### src/rtl/updown_counter_param.sv
// -----------------------------------------------------------------------------
// updown_counter_param
//
// Parametrised up/down event/timer counter with a programmable upper limit,
// parallel load, count enable and three boundary behaviours (wrap, saturate,
// one-shot). The count range is always 0..limit.
//
// Optional feature macro: UDC_PRESCALER_EN
//   When defined, an enable prescaler makes only every PRESCALE-th en-high
//   cycle (in RUN) a real step. When undefined there is no prescaler logic and
//   PRESCALE is only range-checked.
//
// Parameters:
//   WIDTH      counter width in bits (>= 2)
//   PRESCALE   enable prescale ratio (>= 2), used with UDC_PRESCALER_EN only
//
// Ports:
//   clk         in   rising-edge clock for all state
//   reset       in   asynchronous, active-high reset
//   en          in   count enable
//   up_down     in   0 = count up, 1 = count down
//   load        in   synchronous parallel load (highest priority)
//   load_val    in   value to load, clamped to limit
//   limit       in   upper bound of the count range
//   mode        in   00 wrap, 01 saturate, 10 one-shot, 11 wrap
//   clear_done  in   releases the one-shot DONE state
//   counter     out  current count (registered)
//   tc          out  one-cycle terminal-count pulse after a boundary step
//   done        out  high while the one-shot FSM is in DONE; this is the
//                    registered FSM state bit, so it doubles as the FSM debug view
//   ovf         out  sticky flag, set by a wrap, cleared by load or reset
//
// Handshake: there is no valid/ready pairing; every input is sampled on each
// rising clk edge and all outputs update on that same edge.
// -----------------------------------------------------------------------------
module updown_counter_param #(
    parameter int WIDTH    = 8,
    parameter int PRESCALE = 4
) (
    input  logic             clk,
    input  logic             reset,
    input  logic             en,
    input  logic             up_down,
    input  logic             load,
    input  logic [WIDTH-1:0] load_val,
    input  logic [WIDTH-1:0] limit,
    input  logic [1:0]       mode,
    input  logic             clear_done,
    output logic [WIDTH-1:0] counter,
    output logic             tc,
    output logic             done,
    output logic             ovf
);

    if (WIDTH < 2 || PRESCALE < 2) begin : g_param_check
        $error("updown_counter_param: WIDTH and PRESCALE must both be >= 2");
    end

    typedef enum logic {
        ST_RUN  = 1'b0,
        ST_DONE = 1'b1
    } state_t;

    localparam logic [WIDTH-1:0] CNT_ZERO = '0;
    localparam logic [WIDTH-1:0] CNT_ONE  = WIDTH'(1);

    state_t           state_q, state_d;
    logic [WIDTH-1:0] cnt_q, cnt_d;
    logic             tc_q, tc_d;
    logic             ovf_q, ovf_d;
    logic             take_step;

`ifdef UDC_PRESCALER_EN
    localparam int             PW       = (PRESCALE > 1) ? $clog2(PRESCALE) : 1;
    localparam logic [PW-1:0]  PSC_LAST = PW'(PRESCALE - 1);
    localparam logic [PW-1:0]  PSC_ONE  = PW'(1);

    logic [PW-1:0] psc_q, psc_d;
`endif

    always_comb begin
        state_d   = state_q;
        cnt_d     = cnt_q;
        tc_d      = 1'b0;
        ovf_d     = ovf_q;
        take_step = 1'b0;
`ifdef UDC_PRESCALER_EN
        psc_d     = psc_q;
`endif

        if (load) begin
            cnt_d   = (load_val > limit) ? limit : load_val;
            ovf_d   = 1'b0;
            state_d = ST_RUN;
`ifdef UDC_PRESCALER_EN
            psc_d   = '0;
`endif
        end else if (clear_done) begin
            // Release only; any step waits for the following edge.
            state_d = ST_RUN;
        end else if (en && state_q == ST_RUN) begin
`ifdef UDC_PRESCALER_EN
            if (psc_q == PSC_LAST) begin
                psc_d     = '0;
                take_step = 1'b1;
            end else begin
                psc_d = psc_q + PSC_ONE;
            end
`else
            take_step = 1'b1;
`endif
        end

        if (take_step) begin
            if (!up_down) begin
                if (cnt_q < limit) begin
                    cnt_d = cnt_q + CNT_ONE;
                end else begin
                    // At or above limit (limit may have been lowered): boundary.
                    tc_d = 1'b1;
                    case (mode)
                        2'b01: cnt_d = limit;
                        2'b10: begin
                            cnt_d   = limit;
                            state_d = ST_DONE;
                        end
                        default: begin
                            cnt_d = CNT_ZERO;
                            ovf_d = 1'b1;
                        end
                    endcase
                end
            end else begin
                if (cnt_q > limit) begin
                    // Pull back into range; not a boundary event.
                    cnt_d = limit;
                end else if (cnt_q != CNT_ZERO) begin
                    cnt_d = cnt_q - CNT_ONE;
                end else begin
                    tc_d = 1'b1;
                    case (mode)
                        2'b01: cnt_d = CNT_ZERO;
                        2'b10: begin
                            cnt_d   = CNT_ZERO;
                            state_d = ST_DONE;
                        end
                        default: begin
                            cnt_d = limit;
                            ovf_d = 1'b1;
                        end
                    endcase
                end
            end
        end
    end

    always_ff @(posedge clk or posedge reset) begin
        if (reset) begin
            state_q <= ST_RUN;
            cnt_q   <= '0;
            tc_q    <= 1'b0;
            ovf_q   <= 1'b0;
`ifdef UDC_PRESCALER_EN
            psc_q   <= '0;
`endif
        end else begin
            state_q <= state_d;
            cnt_q   <= cnt_d;
            tc_q    <= tc_d;
            ovf_q   <= ovf_d;
`ifdef UDC_PRESCALER_EN
            psc_q   <= psc_d;
`endif
        end
    end

    assign counter = cnt_q;
    assign tc      = tc_q;
    assign ovf     = ovf_q;
    assign done    = (state_q == ST_DONE);

endmodule

### config.mk
export PLATFORM = sky130hd
export DESIGN_NAME = updown_counter_param
export DESIGN_NICKNAME = d
export VERILOG_FILES = /design/src/rtl/updown_counter_param.sv
export SDC_FILE = /design/constraint.sdc
export NUM_CORES = 1
export LEC_CHECK = 0
export ABC_AREA = 1
export CAP_MARGIN = 10
export CELL_PAD_IN_SITES_DETAIL_PLACEMENT = 1
export CELL_PAD_IN_SITES_GLOBAL_PLACEMENT = 1
export CORE_MARGIN = 1
export CORE_UTILIZATION = 36
export CTS_CLUSTER_SIZE = 24
export DETAILED_ROUTE_END_ITERATION = 7
export PLACE_DENSITY_LB_ADDON = 0.1
export SLEW_MARGIN = 5
export SYNTH_ARGS = -nofsm -noshare
export SYNTH_HDL_FRONTEND = slang
export SYNTH_SLANG_ARGS = --single-unit
### constraint.sdc
create_clock -name clk -period 2.3 [get_ports clk]
set_clock_uncertainty 0.05 [all_clocks]
set_input_delay 0.345 -clock clk [delete_from_list [all_inputs] [get_ports clk]]
set_output_delay 0.345 -clock clk [all_outputs]
set_load 0.1 [all_outputs]
# == After elaboration in Yosys (flattened, before gate mapping) ==
# Index checks and enable logic that the tools add are counted.
# totals
in_bits,24
regBits,11
word_cells,48
# op_classes
magnitude_cmp,3
reduce_logical,4
n_eq_ne,2
bitwise_logic,1
addsub,2
mux,32
# op_table
op,n
two-way mux 8 bit,9
two-way mux 1 bit,23
> comparator 8 bit,2
"adder 8 x 1 -> 8 bit, second input constant",1
less-than comparator 8 bit,1
nonzero test 8 bit,1
"subtractor 8 x 1 -> 8 bit, second input constant",1
"== test 2 x 1 -> 1 bit, second input constant",1
"== test 2 bit, second input constant",1
nonzero test 2 bit,1
OR reduction 2 bit,1
logical AND 1 bit,1
inverter 1 bit,1

# == Logic depth before layout (Yosys ltp) ==
# Gate-level depths: netlist of the first run.
# logic_depth
ltp_word,7
mapped_depth,16

# == Worst setup path before layout of the first run ==
# Ideal clock, no wire load.
# synth_path
path_type,reg2reg
from,register cnt_q[0] (netlist: counter[0])
to,register ovf_q (netlist: ovf)
arrival_time_ns,2.276
stages_incl_launch_ff,15
t_required_ns,2.130
setup_ns,0.120
slack_ns,-0.145
path_cell_list,dfrtp_1 -> inv_1 -> ha_1 -> inv_1 -> nand2_1 -> nand2_1 -> nand2_1 -> nand2_1 -> nand2_2 -> a21boi_4 -> nor2_1 -> o21bai_1 -> inv_2 -> nand2_1 -> nand2_1
# synth_between
elab_chain_cells,5
elab_cells_between_ends,8
classes_between,2 x order compare; 5 x mux; 1 x reduce/logical
# synth_rtl
item,line_no,source
"start, declared",68,"logic [WIDTH-1:0] cnt_q, cnt_d;"
"start signal, assigned",168,cnt_q <= cnt_d;
"parallel branches: the longest is 3 deep, another holds less-than comparator 8 bit",--,
two-way mux 1 bit *,115,if (!up_down) begin
two-way mux 1 bit *,114,if (take_step) begin
net ovf_d,70,"logic ovf_q, ovf_d;"
"end signal, assigned",170,ovf_q <= ovf_d;
"end, declared",70,
# Mark *: on every way through the listed nets, which the timed path passes.
# A chain may end at the register's enable or synchronous reset.

# == Final worst setup path of the first run ==
# layout_path
from,input port limit[5]
to,register cnt_q[4] (netlist: counter[4])
# layout_between
elab_chain_cells,4
elab_cells_between_ends,9
classes_between,3 x order compare; 6 x mux
# layout_rtl
item,line_no,source
"start, declared",46,"input logic [WIDTH-1:0] limit,"
"> comparator 8 bit, or another cell as far along",92,cnt_d = (load_val > limit) ? limit : load_val;
two-way mux 8 bit (on tied branches),"92, 116, 134",
two-way mux 8 bit (on tied branches),"91, 115",
two-way mux 8 bit *,114,
# Mark *: on every way between the ends. The rest lies on a longest branch, timed or not. The select of a mux whose other input is x is not followed.

==> out/metrics.yaml, run 1 <==
die_w_um: 73.5
syn_inst: 316
layout_setup_ws_ns: 0.0673
ys.warnings.count: 0
grt_max_degree: 15
io_buffers: 34
cts_buffer_depth: 2
start_util: 0.382
clk_latency_ns: 0.24
tns_ns: 0
p_int_mw: 0.685
setup.worst_path.class: "input port to flop"
place_ws_ns: -0.197
cts_made_buffers: 3
die_h_um: 73.5
cp.required_ns: 2.43
grt_overflow: 0
num_vias: 2160
io_pins: 35
fmax_mhz: 448
fin_crit_sh: 0.971
power_density_mw_per_mm2: 584
first_iter_violations: 83
cap_violations: 0
root_buffer: "clkbuf_8"
antenna_found_initial: 0
hold_path.class: "input port to async pin"
insertedDiodeCount: 0
yosys-top-cells-area: "nand2_1, dfrtp_1, ha_1"
status: "completed"
syn_area_mm2: 0.00184
wl_um: 6470
clockPowerShare: 0.139
p_switching_mw: 0.796
dieArea_mm2: 0.00540
swShare: 0.537
fin_util: 0.526
antenna_left: 0
fp.coreArea_mm2: 0.00482
drive_gt1_frac: 0.221
ctsHoldBuffers: 0
synth_top_area_cell: "nand2_1"
worstSetupEndpointType: "flop"
ys_types: 30
clkSlewWorstSetupHoldPaths_ns: 0.06
total_power_mw: 1.48
fin_nets: 420
area_delta_synth_final_pct: 37.8
period_minus_slack_ns: 2.23
grt_pass1_wl_um: 10400
grt_pass1_vias: 2146
cts_sinks: 11
startpoint_type: "input port"
slew_violations: 0
power_frac_seq: 0.179
peakVddDrop_uv: 348
ys_seq_area_frac: 0.150
hold_violations: 0
worst_pin_slew_ns: 0.515
crit_fanout: 9
htree_levels: 1
holdWs_ns: 0.387
synth.top_cell.area_share: 0.259
viasPerCell: 4.89
power_frac_comb: 0.682
setup_viol: 0
leakagePower_nw: 1.46
syn_area_per_cell_um2: 5.82
arrival_ns: 2.36
place.gp.congestion: 0.885
num-fill-cells: 695
hpwl_um: 5250
wire_per_inst_um: 14.6
grt_usage: 0.255
std_cell_rows: 25
slew_headroom: 0.656
synth_seq_cells: 11
drt_first_pass_iters: 4
drc: 0
cts_tree: "yes"
syn_nets: 360
[what timing repair did]
item                       4_1_cts  5_1_grt
pin swaps                        1        5
gates resized for setup          1       19
setup endpoints to repair        1       10
gates cloned                     0        0
setup buffers                    0        3
[per-layer routing]
metal	vias to the layer above	part of all wire	GRT usage
li1	1113	-	-
met1	1013	0.47	0.322
met2	26	0.50	0.458
met3	8	0.018	0.0343
met4	0	0.011	0.0534
met5	-	0	0
[metrics by stage]
stage               cell area (um2)  instances
finish                         2540        442
global route                   2540        442
CTS                            2430        439
detailed placement             2380        435
global placement               2380        435
floorplan                      1850        316
[power by group through the flow]
stage | clock, mW | sequential (mW) | combinational [mW]
after floorplan | 0 | 0.455 | 0.478
final | 0.206 | 0.265 | 1.01
after CTS | 0.211 | 0.262 | 0.965
after detailed placement | 0 | 0.266 | 0.955
after global placement | 0 | 0.265 | 0.940
after global routing | 0.223 | 0.269 | 1.11
[placed cells by master, fill, tap and decap left out, drive strengths merged]
master,count
nand4,2
o21ai,12
xor2,7
inv,47
a21oi,11
nand2,134
nand3b,1
dfrtp,11
ha,20
nand3,38
clkinv,1
clkbuf,4
clkdlybuf4s50,21
nor3,2
a21o,3
nor3b,1
buf,38
dlymetal6s2s,2
a21boi,1
nor2,18
o21bai,1
[synthesized netlist by cell type]
library cell  number
nor2_1            15
nand4_1            1
nand3b_1           1
nand2_2            7
o21ai_1            3
nand2_1          127
a21boi_4           1
o21bai_1           1
nand3_2            2
nor2_2             2
o21ai_0            7
buf_2              2
inv_2              3
nor3b_2            1
xor2_1             7
nor2_4             1
nand4_2            1
clkinv_4           1
buf_6              2
a21oi_1           10
a21o_1             3
buf_4              1
nor3_1             2
o21ai_2            2
a21oi_2            1
dfrtp_1           11
nand3_1           36
ha_1              20
clkbuf_1           1
inv_1             44
[area by class of cell]
| type | count | area [um2] | share of cell area |
|---|---|---|---|
| inverters | 48 | 185 | 0.0730 |
| repair buffers | 61 | 520 | 0.205 |
| clock buffers | 4 | 45.0 | 0.0178 |
| well taps | 67 | 83.8 | 0.0331 |
| multi-input cells | 251 | 1420 | 0.559 |
| flip-flops and latches | 11 | 284 | 0.112 |
[cell families after synthesis]
| kind of cell | Yosys count | synth area share |
|---|---|---|
| and+or+nand+nor | 196 | 0.462 |
| buffers and inverters | 54 | 0.124 |
| AOI/OAI and AO/OA | 28 | 0.0952 |
| adders and majority gates | 20 | 0.136 |
| DFF | 11 | 0.150 |
| xor gates and xnor gates | 7 | 0.0333 |
[flip-flops by register name (all words and copies together), names as in the netlist]
register  cells
done          1
counter       8
ovf           1
tc            1
[worst max-delay path: stages]
cell	delay, ns
clkdlybuf4s50_1	0.51
inv_2	0.07
ha_4	0.26
nand2_1	0.08
nor2_4	0.16
nand4_1	0.19
buf_4	0.19
nand2_2	0.15
nand2_1	0.08
nand2_1	0.07
nand2_1	0.05
nand2_1	0.07
nand2_1	0.06
nand2_1	0.07
[final timing paths]
kind | from | endpoint | slack, ns | depth (start not counted)
max | limit[5] | counter[4]$_DFFE_PP0P_ | 0.07 | 14
min | reset | counter[5]$_DFFE_PP0P_ | 0.39 | 2
max reg2reg | counter[5]$_DFFE_PP0P_ | counter[4]$_DFFE_PP0P_ | 0.25 | 12
min reg2reg | ovf$_DFF_PP0_ | ovf$_DFF_PP0_ | 0.45 | 2
max in group asynchronous | reset | counter[1]$_DFFE_PP0P_ | 1.44 | 2
min in group clk | ovf$_DFF_PP0_ | ovf$_DFF_PP0_ | 0.45 | 2
No activity file was read; power rests on OpenSTA's default activity.
==> inputs of run 2 (changes only) <==
Settings changed: MAX_ROUTING_LAYER set to met4.
==> run 2 against run 1 <==
Against the previous run: register-to-register slack about the same; clock-buffer cell count unchanged; flip-flop and latch count unchanged; combinational power about the same; power about the same; non-clock buffer count unchanged; worst hold slack about the same; sequential share of layout area unchanged; fmax about the same; first-iteration DRC count increased by 7.2%; via count about the same; critical endpoint unchanged.
==> out/metrics.yaml, run 2 (synthesis results as in run 1) <==
cts_tree: "yes"
seq_area_um2: 284  # unchanged
layout_commonest_cell: "nand2_1"
first_iter_violations: 89  # +7.2%
area_delta_synth_final_pct: 37.8  # unchanged
p_switching_mw: 0.796  # about the same
arrival_ns: 2.36  # about the same
clkSlewWorstSetupHoldPaths_ns: 0.06  # about the same
power_frac_seq: 0.179  # about the same
swShare: 0.537  # about the same
fin_crit_sh: 0.971  # about the same
clk_latency_ns: 0.24  # about the same
ctsHoldBuffers: 0  # unchanged
drive_gt1_frac: 0.221  # unchanged
clockPowerShare: 0.139  # about the same
cts_sinks: 11  # unchanged
htree_levels: 1  # unchanged
hold_violations: 0  # unchanged
crit_top_cell: "nand2_1"
status: "completed"
worstSetupEndpointType: "flop"
cts_made_buffers: 3  # unchanged
root_buffer: "clkbuf_8"
viasPerCell: 4.88  # about the same
mostFrequentLayoutCells: "nand2_1, inv_1, buf_4"
insertedDiodeCount: 0  # unchanged
wire_per_inst_um: 14.7  # +0.19%
place.gp.congestion: 0.900  # +1.7%
tns_ns: 0  # unchanged
leakagePower_nw: 1.46  # unchanged
fin_util: 0.526  # unchanged
slew_violations: 0  # unchanged
slew_headroom: 0.656  # about the same
grt_max_degree: 15  # unchanged
io_pins: 35  # unchanged
antenna_found_initial: 0  # unchanged
setup.worst_path.class: "input port to flop"
hold_path.class: "input port to async pin"
setup_viol: 0  # unchanged
layout_setup_ws_ns: 0.0671  # -0.000226 ns
std_cell_rows: 25  # unchanged
p_int_mw: 0.685  # about the same
instances_no_fill: 442  # unchanged
drt_first_pass_iters: 4  # unchanged
grt_overflow: 0  # unchanged
crit_fanout: 9  # unchanged
io_buffers: 34  # unchanged
hpwl_um: 5250  # unchanged
antenna_left: 0  # unchanged
peakVddDrop_uv: 349  # about the same
power_frac_comb: 0.682  # about the same
power_density_mw_per_mm2: 584  # about the same
die_w_um: 73.5  # unchanged
grt_usage: 0.262  # +0.00715
drc: 0  # unchanged
num-fill-cells: 695  # unchanged
slowest_stage: "clkdlybuf4s50_1"
fp.coreArea_mm2: 0.00482  # unchanged
postPlaceCellArea_mm2: 0.00238  # unchanged
fmax_mhz: 448  # about the same
place_ws_ns: -0.197  # unchanged
num_vias: 2158  # -0.093%
placed_cells: 435  # unchanged
cap_violations: 0  # unchanged
largest_register_ffs: 8  # unchanged
wl_um: 6480  # +0.19%
startpoint_type: "input port"
cp.required_ns: 2.43  # about the same
die_h_um: 73.5  # unchanged
fin_nets: 420  # unchanged
multi_input_area_mm2: 0.00142  # unchanged
path_cells: "clkdlybuf4s50_1, inv_2, ha_4, nand2_1, nor2_4, nand4_1, buf_4, nand2_2, nand2_1, nand2_1, nand2_1, nand2_1, nand2_1, nand2_1"
finish.instance_area_mm2: 0.00254  # unchanged
grt_pass1_vias: 2147  # +0.047%
period_minus_slack_ns: 2.23  # +0.000226 ns
cts_buffer_depth: 2  # unchanged
start_util: 0.382  # unchanged
worst_pin_slew_ns: 0.515  # -0.0000415 ns
grt_pass1_wl_um: 10400  # -0.13%
cpPeakStageDelay_ns: 0.51  # about the same
dieArea_mm2: 0.00540  # unchanged
[run 2: area by class of cell]
cell class / count / share of cell area
multi-input cells: 251 / 0.559
well taps: 67 / 0.0331
repair buffers: 61 / 0.205
clock buffers: 4 / 0.0178
inverters: 48 / 0.0730
flip-flops and latches: 11 / 0.112
[run 2: final timing paths]
kind,from,to,slack [ns],cells after the start
worst max-delay path,limit[5],counter[4]$_DFFE_PP0P_,0.07,14
worst min register to register,ovf$_DFF_PP0_,ovf$_DFF_PP0_,0.45,2
max in group asynchronous,reset,counter[1]$_DFFE_PP0P_,1.44,2
min in group clk,ovf$_DFF_PP0_,ovf$_DFF_PP0_,0.45,2
worst max register to register,counter[5]$_DFFE_PP0P_,counter[4]$_DFFE_PP0P_,0.25,12
worst min-delay path,reset,done$_DFF_PP0_,0.39,2
[run 2: critical path, delay by kind of cell]
| family | cells | cell delay [ns] |
|---|---|---|
| buf+inv | 3 | 0.77 |
| simple gates | 10 | 0.98 |
| fa+ha+maj | 1 | 0.26 |
[run 2: layer usage]
layer / GRT usage / routed length, um / up-vias
li1: - / - / 1112
met1: 0.321 / 3060 / 1012
met2: 0.458 / 3220 / 26
met3: 0.0343 / 119 / 8
met4: 0.0534 / 74 / 0
met5: - / 0 / -
[run 2: power groups by stage]
stage	sequential, mW	combinational, mW	clock, mW
2_1_floorplan	0.455	0.478	0
3_3_place_gp	0.265	0.940	0
3_5_place_dp	0.266	0.955	0
4_1_cts	0.262	0.965	0.211
5_1_grt	0.269	1.11	0.223
6_report	0.265	1.01	0.205
[run 2: timing repair]
item,in CTS,in global routing
setup endpoints to repair,1,10
setup buffers,0,3
pin swaps,1,5
gates cloned,0,0
hold endpoints to repair,0,0
resized for setup,1,19
[run 2: per-stage QoR]
stage	hold slack [ns]	power, mW
after floorplan	0.147	0.933
after global placement	0.429	1.20
after detailed placement	0.434	1.22
after CTS	0.394	1.44
after global routing	0.417	1.60
final	0.387	1.48
